File: src/rtl/gate_sweep_ctrl_if.sv
// Handshake, datapath drive/observe and result bus for gate_sweep_ctrl.
// slave  : the sweep controller (accepts start, drives the datapath and results).
// master : the environment (requests runs, hosts the AND/OR datapath).
interface gate_sweep_ctrl_if;
    logic       start;
    logic       busy;
    logic       done;
    logic       pass;
    logic [2:0] dut_in;
    logic       dut_out1;
    logic       dut_out2;
    logic [7:0] err_cnt;
    logic       first_fail_vld;
    logic [2:0] first_fail_vec;

    modport master (
        output start,
        output dut_out1,
        output dut_out2,
        input  busy,
        input  done,
        input  pass,
        input  dut_in,
        input  err_cnt,
        input  first_fail_vld,
        input  first_fail_vec
    );

    modport slave (
        input  start,
        input  dut_out1,
        input  dut_out2,
        output busy,
        output done,
        output pass,
        output dut_in,
        output err_cnt,
        output first_fail_vld,
        output first_fail_vec
    );
endinterface

File: src/rtl/gate_sweep_ctrl.sv
// Sweep controller for the three-input AND/OR datapath: drives all eight
// input vectors REPEAT times, samples both outputs after SETTLE_CYCLES extra
// cycles per vector, counts mismatches and reports pass/fail.
// Optional build macro: GATE_SWEEP_STOP_ON_FAIL_EN ends the run on the first
// mismatch instead of completing every sweep.
module gate_sweep_ctrl #(
    parameter int unsigned SETTLE_CYCLES = 1,
    parameter int unsigned REPEAT        = 1
) (
    input  logic             clk,
    input  logic             rst,
    gate_sweep_ctrl_if.slave io_sweep
);

    localparam int unsigned CNT_W = 4;
    localparam int unsigned VEC_W = 3;
    localparam int unsigned ERR_W = 8;

    localparam logic [CNT_W-1:0] SETTLE_LAST = CNT_W'(SETTLE_CYCLES);
    localparam logic [CNT_W-1:0] SWEEP_LAST  = CNT_W'(REPEAT - 1);
    localparam logic [VEC_W-1:0] VEC_LAST    = '1;
    localparam logic [ERR_W-1:0] ERR_MAX     = '1;

`ifdef GATE_SWEEP_STOP_ON_FAIL_EN
    localparam bit STOP_ON_FAIL = 1'b1;
`else
    localparam bit STOP_ON_FAIL = 1'b0;
`endif

    typedef enum logic [1:0] {
        ST_IDLE = 2'd0,
        ST_RUN  = 2'd1,
        ST_DONE = 2'd2
    } state_t;

    state_t             r_state;
    logic [VEC_W-1:0]   r_vec;
    logic [CNT_W-1:0]   r_sweep;
    logic [CNT_W-1:0]   r_settle;
    logic               r_busy;
    logic               r_done;
    logic               r_pass;
    logic [VEC_W-1:0]   r_dut_in;
    logic [ERR_W-1:0]   r_err_cnt;
    logic               r_ff_vld;
    logic [VEC_W-1:0]   r_ff_vec;

    logic               w_exp1;
    logic               w_exp2;
    logic               w_sample;
    logic               w_mismatch;
    logic               w_last_cmp;
    logic               w_end_run;
    logic [VEC_W-1:0]   w_vec_next;
    logic [ERR_W-1:0]   w_err_next;

    // Expected gate outputs and compare strobe for the vector being held
    assign w_exp1     = &r_vec;
    assign w_exp2     = |r_vec;
    assign w_sample   = (r_state == ST_RUN) && (r_settle == SETTLE_LAST);
    assign w_mismatch = w_sample &&
                        ((io_sweep.dut_out1 != w_exp1) || (io_sweep.dut_out2 != w_exp2));
    assign w_last_cmp = w_sample && (r_vec == VEC_LAST) && (r_sweep == SWEEP_LAST);
    assign w_end_run  = w_last_cmp || (STOP_ON_FAIL && w_mismatch);
    assign w_vec_next = r_vec + VEC_W'(1);
    assign w_err_next = (w_mismatch && (r_err_cnt != ERR_MAX)) ? r_err_cnt + ERR_W'(1)
                                                                : r_err_cnt;

    // Run FSM with vector/sweep/settle counters and registered results
    always_ff @(posedge clk) begin
        if (rst) begin
            r_state   <= ST_IDLE;
            r_vec     <= '0;
            r_sweep   <= '0;
            r_settle  <= '0;
            r_busy    <= 1'b0;
            r_done    <= 1'b0;
            r_pass    <= 1'b0;
            r_dut_in  <= '0;
            r_err_cnt <= '0;
            r_ff_vld  <= 1'b0;
            r_ff_vec  <= '0;
        end else begin
            case (r_state)
                ST_IDLE: begin
                    r_done   <= 1'b0;
                    r_dut_in <= '0;
                    if (io_sweep.start) begin
                        r_state   <= ST_RUN;
                        r_busy    <= 1'b1;
                        r_pass    <= 1'b0;
                        r_err_cnt <= '0;
                        r_ff_vld  <= 1'b0;
                        r_ff_vec  <= '0;
                        r_vec     <= '0;
                        r_sweep   <= '0;
                        r_settle  <= '0;
                    end
                end

                ST_RUN: begin
                    if (w_sample) begin
                        r_err_cnt <= w_err_next;
                        if (w_mismatch && !r_ff_vld) begin
                            r_ff_vld <= 1'b1;
                            r_ff_vec <= r_vec;
                        end
                        if (w_end_run) begin
                            r_state  <= ST_DONE;
                            r_busy   <= 1'b0;
                            r_done   <= 1'b1;
                            r_pass   <= (w_err_next == '0);
                            r_dut_in <= '0;
                        end else begin
                            r_vec    <= w_vec_next;
                            r_dut_in <= w_vec_next;
                            r_settle <= '0;
                            if (r_vec == VEC_LAST) begin
                                r_sweep <= r_sweep + CNT_W'(1);
                            end
                        end
                    end else begin
                        r_settle <= r_settle + CNT_W'(1);
                    end
                end

                ST_DONE: begin
                    r_state  <= ST_IDLE;
                    r_done   <= 1'b0;
                    r_dut_in <= '0;
                end

                default: begin
                    r_state <= ST_IDLE;
                    r_busy  <= 1'b0;
                    r_done  <= 1'b0;
                end
            endcase
        end
    end

    assign io_sweep.busy           = r_busy;
    assign io_sweep.done           = r_done;
    assign io_sweep.pass           = r_pass;
    assign io_sweep.dut_in         = r_dut_in;
    assign io_sweep.err_cnt        = r_err_cnt;
    assign io_sweep.first_fail_vld = r_ff_vld;
    assign io_sweep.first_fail_vec = r_ff_vec;

endmodule

File: src/flat_wrapper.sv
// flat-port wrapper written by rule: the top's interface ports become plain ports
module gate_sweep_ctrl_flat 
#(
    parameter int unsigned SETTLE_CYCLES = 1,
    parameter int unsigned REPEAT        = 1
)
  (clk, rst, io_sweep_start, io_sweep_dut_out1, io_sweep_dut_out2, io_sweep_busy, io_sweep_done, io_sweep_pass, io_sweep_dut_in, io_sweep_err_cnt, io_sweep_first_fail_vld, io_sweep_first_fail_vec);
  gate_sweep_ctrl_if io_sweep_i ();
  input  logic clk;
  input  logic rst;
  input wire logic [$bits(io_sweep_i.start)-1:0] io_sweep_start;
  input wire logic [$bits(io_sweep_i.dut_out1)-1:0] io_sweep_dut_out1;
  input wire logic [$bits(io_sweep_i.dut_out2)-1:0] io_sweep_dut_out2;
  output wire logic [$bits(io_sweep_i.busy)-1:0] io_sweep_busy;
  output wire logic [$bits(io_sweep_i.done)-1:0] io_sweep_done;
  output wire logic [$bits(io_sweep_i.pass)-1:0] io_sweep_pass;
  output wire logic [$bits(io_sweep_i.dut_in)-1:0] io_sweep_dut_in;
  output wire logic [$bits(io_sweep_i.err_cnt)-1:0] io_sweep_err_cnt;
  output wire logic [$bits(io_sweep_i.first_fail_vld)-1:0] io_sweep_first_fail_vld;
  output wire logic [$bits(io_sweep_i.first_fail_vec)-1:0] io_sweep_first_fail_vec;
  assign io_sweep_i.start = io_sweep_start;
  assign io_sweep_i.dut_out1 = io_sweep_dut_out1;
  assign io_sweep_i.dut_out2 = io_sweep_dut_out2;
  assign io_sweep_busy = io_sweep_i.busy;
  assign io_sweep_done = io_sweep_i.done;
  assign io_sweep_pass = io_sweep_i.pass;
  assign io_sweep_dut_in = io_sweep_i.dut_in;
  assign io_sweep_err_cnt = io_sweep_i.err_cnt;
  assign io_sweep_first_fail_vld = io_sweep_i.first_fail_vld;
  assign io_sweep_first_fail_vec = io_sweep_i.first_fail_vec;
  gate_sweep_ctrl #(.SETTLE_CYCLES(SETTLE_CYCLES), .REPEAT(REPEAT)) u_core (.clk(clk), .rst(rst), .io_sweep(io_sweep_i));
endmodule
File: config.mk
export PLATFORM = sky130hd
export DESIGN_NAME = gate_sweep_ctrl_flat
export DESIGN_NICKNAME = d
export VERILOG_FILES = /design/src/rtl/gate_sweep_ctrl_if.sv /design/src/rtl/gate_sweep_ctrl.sv /design/src/flat_wrapper.sv
export SDC_FILE = /design/constraint.sdc
export NUM_CORES = 1
export LEC_CHECK = 0
export CORE_MARGIN = 4
export CORE_UTILIZATION = 58
export DETAILED_ROUTE_END_ITERATION = 8
export PLACE_DENSITY = 0.87
export SYNTH_ARGS = -nofsm -noshare
export SYNTH_HDL_FRONTEND = slang
export SYNTH_SLANG_ARGS = --single-unit
File: constraint.sdc
create_clock -name clk -period 4 [get_ports clk]
set_input_delay 1 -clock clk [delete_from_list [all_inputs] [get_ports clk]]
set_output_delay 1 -clock clk [all_outputs]
set_load 0.05 [all_outputs]
==> flow_summary.yaml, run 1 <==
placement:
  dp_hpwl_mm: 2.897
  dp.cells: 240
  routabilityCongestion: 0.9440
  numPortBuffers: 22
route:
  drt_wl_total_mm: 3.987
  num_vias: 1594
  wl_per_cell_um: 16.08
  first_pass_iters: 4
  drtIter0Drc: 158
  drt.antenna.violating_nets: 0
  drc_errors: 0
  vias_per_cell: 6.427
critical_path:
  rr_worst_depth: 7
  rrSetupSlack_ns: 1.28
  critPathBufInv: 1
  critPathTopFamily: "compound AO/OA/AOI/OAI gates"
  path_cells: "clkdlybuf4s50_1 > nor2b_1 > o21bai_1 > a21oi_1 > o21ai_0 > a22oi_1 > nor2_1"
  cp-endpoint: "u_core.r_sweep[1]"
  cp-start-kind: "primary input"
  path_class: "primary input to flop"
  r2r_end: "u_core.io_sweep.pass"
  path_max_fanout: 8
  cp-end-kind: "flop"
  cp.required_ns: 4.24
  cp.arrival_ns: 3.03
  startpoint: "io_sweep_start"
  cp.depth: 7
  cp_slowest_stage_delay_ns: 0.51
  cp_slowest_cell: "a21oi_1"
  reg2reg_from: "u_core.r_settle[0]"
logic_synthesis:
  netlist-cell-type-count: 44
  syn_area_per_cell_um2: 8.493
  synth-edff-count: 0
  yosysTopAreaCell: "dfxtp_1"
  synth.most_common_cell: "dfxtp_1"
  yosys_warnings: 0
  synth-seq-cells: 31
  ys.flop_type: "dfxtp_1"
  async_flop_share_pct: 0
  yosysSeqAreaShare_pct: 37.86
  syn_area_um2: 1639
  synth_top_area_share_pct: 37.86
  syn_nets: 206
  synthTopCellsByArea: "dfxtp_1 38%, ha_1 6.1%, a21oi_1 5.2%"
  synth.cells.most_frequent: "31 x dfxtp_1, 20 x nor2_1, 17 x a21oi_1"
  syn_inst: 193
cts:
  cts_hold_buffers: 0
  insertion_delay_ns: 0.35
  cts_setup_buffers: 0
  numClockSinks: 31
  ctsLongestPathBuffers: 2
  cts_tree: "built"
  htreeDepth: 2
  path_clk_slew_ns: 0.10
  cts_root_buf: "clkbuf_4"
  numCtsBuffers: 5
  ctsResizeCount: 0
sta:
  slew_headroom_pct: 32.49
  finClkSkew_ns: 0.01828
  setup_viol: 0
  fmax_ghz: 0.3574
  rsz0062_at_grt: "false"
  timing.setup.tns_ns: 0
  tightest_slew_ns: 1.013
  finalCritPeriodShare_pct: 69.94
  hold_violations: 0
  min_period_ns: 2.798
  finalMaxSlewViolations: 0
pwr:
  power_leakage_uw: 0.0006808
  internal_power_uw: 484.7
  power.total_uw: 653.9
  combPwrFrac_pct: 10.6
  power_density_nw_per_um2: 334.2
  max-vdd-ir-drop_uv: 362.6
  clockPowerShare_pct: 40.4
  p_sw_uw: 169.2
  swShare_pct: 25.87
  power_frac_seq_pct: 49.0
finish:
  n_antenna_cell: 0
  final_nets: 229
  drive_gt1_share_pct: 6.912
  area_growth_pct: 19.39
  fill_cells: 217
  final_cells: 248
global_route:
  grt.total_usage_pct: 23.92
  antenna_found_initial: 0
  grt_max_degree: 19
  grt_pass1_wl_mm: 6.541
  grt_pass1_vias: 1440
  overflow: 0
floorplanning:
  fp.dieH_um: 61.16
  io_pins: 23
  core_um2: 2734
  die_w_um: 61.16
  start_util_pct: 59.95
  fp.dieArea_um2: 3741
  rows: 19
hold_path:
  hp-class: "flop to flop"
  timing.hold.worst.start: "u_core.io_sweep.dut_in[2]"
status:
  outcome: "complete, no violations"
flow_run:
  maxCapViolations: 0
cells in the final DEF, fill, tap and decap left out, drive strengths merged, types with 3 or more instances in the layout:
cell type       n
a211oi          6
a21oi          18
a22oi           4
a31oi           4
clkbuf          6
clkdlybuf4s50  22
dfxtp          31
ha              8
inv             8
nand2          11
nand2b          3
nand3           5
nand4           5
nor2           20
nor2b           4
nor3           13
o21ai          10
xnor2           5
xor2            4
worst min-delay path by stage:
stage / cells after the start / slack (ns) / end
6_report: 2 / 0.48 / u_core.io_sweep.dut_in[2]
5_1_grt: 2 / 0.53 / u_core.io_sweep.dut_in[1]
3_3_place_gp: 2 / 0.45 / u_core.io_sweep.dut_in[2]
4_1_cts: 2 / 0.48 / u_core.io_sweep.dut_in[2]
3_5_place_dp: 2 / 0.47 / u_core.io_sweep.dut_in[2]
2_1_floorplan: 2 / 0.46 / u_core.r_vec[2]
worst min-delay path, stage by stage, from the launching register on:
cell and delay, ns:
dfxtp_1 0.32, nand3_1 0.06, a21oi_1 0.06
metrics by stage:
stage / hold WS [ns] / util [%] / setup slack, ns / instance area [um^2]
after detailed placement: 0.4662 / 68.42 / 0.8697 / 1871
after floorplan: 0.4576 / - / 1.702 / 1639
after global placement: 0.4548 / 68.42 / 1.028 / 1871
final: 0.4848 / 71.58 / 1.202 / 1957
after global routing: 0.5254 / 71.58 / 1.014 / 1957
after CTS: 0.4825 / 71.58 / 1.262 / 1957
final cells by class:
type / count / area, um^2 / share of cell area (%)
inverters: 8 / 30.03 / 1.535
flip-flops and latches: 31 / 620.6 / 31.71
repair buffers: 23 / 227.7 / 11.64
clock buffers: 6 / 51.30 / 2.621
well taps: 31 / 38.79 / 1.982
clock inverters: 2 / 35.03 / 1.790
multi-input cells: 147 / 953.4 / 48.72
metal layers:
layer	share of wire (%)	track usage, %
met1	42	29.23
met2	47	37.46
met3	7.6	7.128
met4	3.9	13.31
met5	0	0
cell families after synthesis:
group,Yosys count,synth area share [%]
flip-flops,31,37.86
AO/OA/AOI/OAI,54,21.99
AND/OR/NAND/NOR,74,24.05
multiplexers,2,1.221
XOR/XNOR,9,4.809
buffers and inverters,15,3.969
adder cells (fa/ha/maj),8,6.107
registers in the layout, indices dropped and copies added, names as in the netlist, 2 cells and up:
signal,cells
u_core.r_settle,4
u_core.io_sweep.err_cnt,8
u_core.r_state,2
u_core.r_vec,3
u_core.io_sweep.dut_in,3
u_core.r_sweep,4
u_core.io_sweep.first_fail_vec,3
power by group through the flow:
stage	clock network, uW	logic, uW	registers, uW
finish	264	69.0	321
global route	287	75.4	322
CTS	271	68.5	321
detailed placement	0	68.0	328
global placement	0	65.6	327
floorplan	0	43.3	333
No activity file was read; power rests on OpenSTA's default activity.
==> run 2, diff against run 1 <==
--- a/config.mk
+++ b/config.mk
@@ -6,9 +6,9 @@
 export NUM_CORES = 1
 export LEC_CHECK = 0
 export CORE_MARGIN = 4
-export CORE_UTILIZATION = 58
+export CORE_UTILIZATION = 54
 export DETAILED_ROUTE_END_ITERATION = 8
-export PLACE_DENSITY = 0.87
+export PLACE_DENSITY = 0.82
 export SYNTH_ARGS = -nofsm -noshare
 export SYNTH_HDL_FRONTEND = slang
 export SYNTH_SLANG_ARGS = --single-unit
==> constraint.sdc (replaced) <==
create_clock -name clk -period 2.76 [get_ports clk]
set_input_delay 0.69 -clock clk [delete_from_list [all_inputs] [get_ports clk]]
set_output_delay 0.69 -clock clk [all_outputs]
set_load 0.05 [all_outputs]
==> run 2 against run 1 <==
- global-route usage is 2.6 points lower
- flip-flop and latch count did not move
- worst setup slack worse by 0.87 ns
- total power is 23% higher
- core utilization fell by 2.9 points
- count of clock-buffer cells in the layout is the same
- critical path type is now flop to flop
- register-to-register slack worse by 0.95 ns
- critical endpoint is now u_core.io_sweep.pass
- final area decreased by 0.77%
- wire length is 0.60% lower
- hold slack better by 0.011 ns
==> flow_summary.yaml, run 2 (same netlist as run 1, synthesis figures left out) <==
critical_path:
  path_max_fanout: 6
  cp.required_ns: 3.01
  reg2reg_from: "u_core.r_settle[0]"
  r2r_end: "u_core.io_sweep.pass"
  rr_worst_depth: 7
  rrSetupSlack_ns: 0.33
  cp-end-kind: "flop"
  cp-start-kind: "flop"
  startpoint: "u_core.r_settle[0]"
  cp.arrival_ns: 2.68
  path_class: "flop to flop"
hold_path:
  hold_path_depth: 2
  hp-class: "flop to flop"
  hold_end: "u_core.io_sweep.dut_in[1]"
  timing.hold.worst.start: "u_core.io_sweep.dut_in[1]"
route:
  drt.antenna.violating_nets: 0
  first_pass_iters: 4
  dr_wl_met2_mm: 1.866
  drt_wl_total_mm: 3.963
  drtIter0Drc: 143
  wl_met1_mm: 1.732
  vias_per_cell: 6.228
  wl_per_cell_um: 15.85
  highest-signal-layer: "met4"
  dr_wl_met3_um: 266
  num_vias: 1557
  drc_errors: 0
finish:
  n_antenna_cell: 0
  largest_reg_flops: 8
  fill_cells: 221
  final_nets: 233
  drive_gt1_share_pct: 7.306
  final_common_cell: "dfxtp_1"
  layout_common_cells: "31 x dfxtp_1, 22 x clkdlybuf4s50_1, 20 x nor2_1, 17 x a21oi_1, 13 x nor3_1"
  area_growth_pct: 18.47
cts:
  ctsLongestPathBuffers: 2
  cts_root_buf: "clkbuf_4"
  ctsResizeCount: 0
  numCtsBuffers: 5
  cts_tree: "built"
  insertion_delay_ns: 0.33
  cts_setup_buffers: 0
  htreeDepth: 2
  path_clk_slew_ns: 0.09
  numClockSinks: 31
  cts_hold_buffers: 0
floorplanning:
  io_pins: 23
  core_um2: 2829
  start_util_pct: 57.94
  fp.dieArea_um2: 3981
  die_w_um: 63.10
  fp.dieH_um: 63.10
  rows: 19
global_route:
  grt_pass1_wl_mm: 6.844
  antenna_found_initial: 0
  grt.total_usage_pct: 21.34
  overflow: 0
  grt_pass1_vias: 1534
  grt_max_degree: 23
sta:
  finClkSkew_ns: 0.003414
  min_period_ns: 2.430
  tightest_slew_ns: 0.7106
  finalMaxSlewViolations: 0
  layout_setup_ws_ns: 0.3298
  slew_headroom_pct: 52.28
  setup_viol: 0
  timing.setup.tns_ns: 0
  rsz0062_at_grt: "false"
  fmax_ghz: 0.4115
  hold_violations: 0
  finalCritPeriodShare_pct: 88.05
placement:
  dp_hpwl_mm: 2.932
  numPortBuffers: 22
  routabilityCongestion: 0.9205
  place_ws_ns: 0.1496
pwr:
  power_density_nw_per_um2: 414.6
  max-vdd-ir-drop_uv: 421.3
  internal_power_uw: 584.4
  power_leakage_uw: 0.0006751
  power_frac_seq_pct: 57.8
  combPwrFrac_pct: 13.2
  swShare_pct: 27.40
  clockPowerShare_pct: 29.0
  p_sw_uw: 220.6
flow_run:
  maxCapViolations: 0
status:
  outcome: "complete, no violations"
## run 2: cell types whose count changed in the layout (fill, tap and decap cells not counted)
cell and change:
bufinv_16 -1, clkinv_2 -1, clkbuf_1 +1, buf_4 +4, clkbuf_8 -1
## run 2: routing by layer
| metal | vias up | track usage (%) |
|---|---|---|
| met3 | 14 | 6.217 |
| met4 | 0 | 9.642 |
| li1 | 763 | - |
| met2 | 66 | 36.10 |
| met1 | 714 | 24.75 |
| met5 | - | 0 |
## run 2: critical path, stage by stage (launching register included)
cell	delay, ns
dfxtp_1	0.42
ha_1	0.18
or3b_4	0.39
or2_0	0.35
a2111oi_2	0.38
mux2i_1	0.29
nand4_1	0.14
o31ai_2	0.19
## run 2: layout make-up
type / instances / area [um^2] / area share [%]
Inverter: 8 / 30.03 / 1.546
Sequential cell: 31 / 620.6 / 31.96
Multi-Input combinational cell: 147 / 953.4 / 49.10
Timing Repair Buffer: 27 / 257.7 / 13.27
Tap cell: 31 / 38.79 / 1.997
Clock buffer: 6 / 41.29 / 2.126
## run 2: power groups by stage
stage | Combinational [uW] | Clock [uW] | Sequential (uW)
after floorplan | 62.7 | 0 | 482
after global placement | 101 | 0 | 475
after detailed placement | 105 | 0 | 476
after CTS | 106 | 240 | 465
after global routing | 116 | 259 | 467
final | 107 | 233 | 465
## run 2: worst max-delay path by stage
stage,to,slack [ns],cells past startpoint
6_report,u_core.io_sweep.pass,0.33,7
4_1_cts,u_core.io_sweep.pass,0.33,7
2_1_floorplan,u_core.io_sweep.pass,0.47,7
5_1_grt,u_core.io_sweep.first_fail_vec[2],0.12,7
3_5_place_dp,u_core.io_sweep.pass,0.15,6
3_3_place_gp,u_core.io_sweep.pass,0.21,6
## run 2: per-stage QoR
step / power (uW) / cells / hold WS (ns) / area [um^2] / utilization, %
detailed placement: 580.5 / 244 / 0.4860 / 1901 / 67.18
CTS: 810.8 / 250 / 0.4993 / 1942 / 68.64
global placement: 576.1 / 244 / 0.4586 / 1901 / 67.18
floorplan: 544.6 / 193 / 0.4576 / 1639 / -
finish: 805.0 / 250 / 0.4959 / 1942 / 68.64
global route: 842.4 / 250 / 0.5365 / 1942 / 68.64
==> run 3, diff against run 2 <==
--- a/config.mk
+++ b/config.mk
@@ -5,6 +5,7 @@
 export SDC_FILE = /design/constraint.sdc
 export NUM_CORES = 1
 export LEC_CHECK = 0
+export ABC_CLOCK_PERIOD_IN_PS = 2760
 export CORE_MARGIN = 4
 export CORE_UTILIZATION = 54
 export DETAILED_ROUTE_END_ITERATION = 8
==> results of run 3 <==
Same layout as run 2: the final DEF is identical, and so are final timing and power.
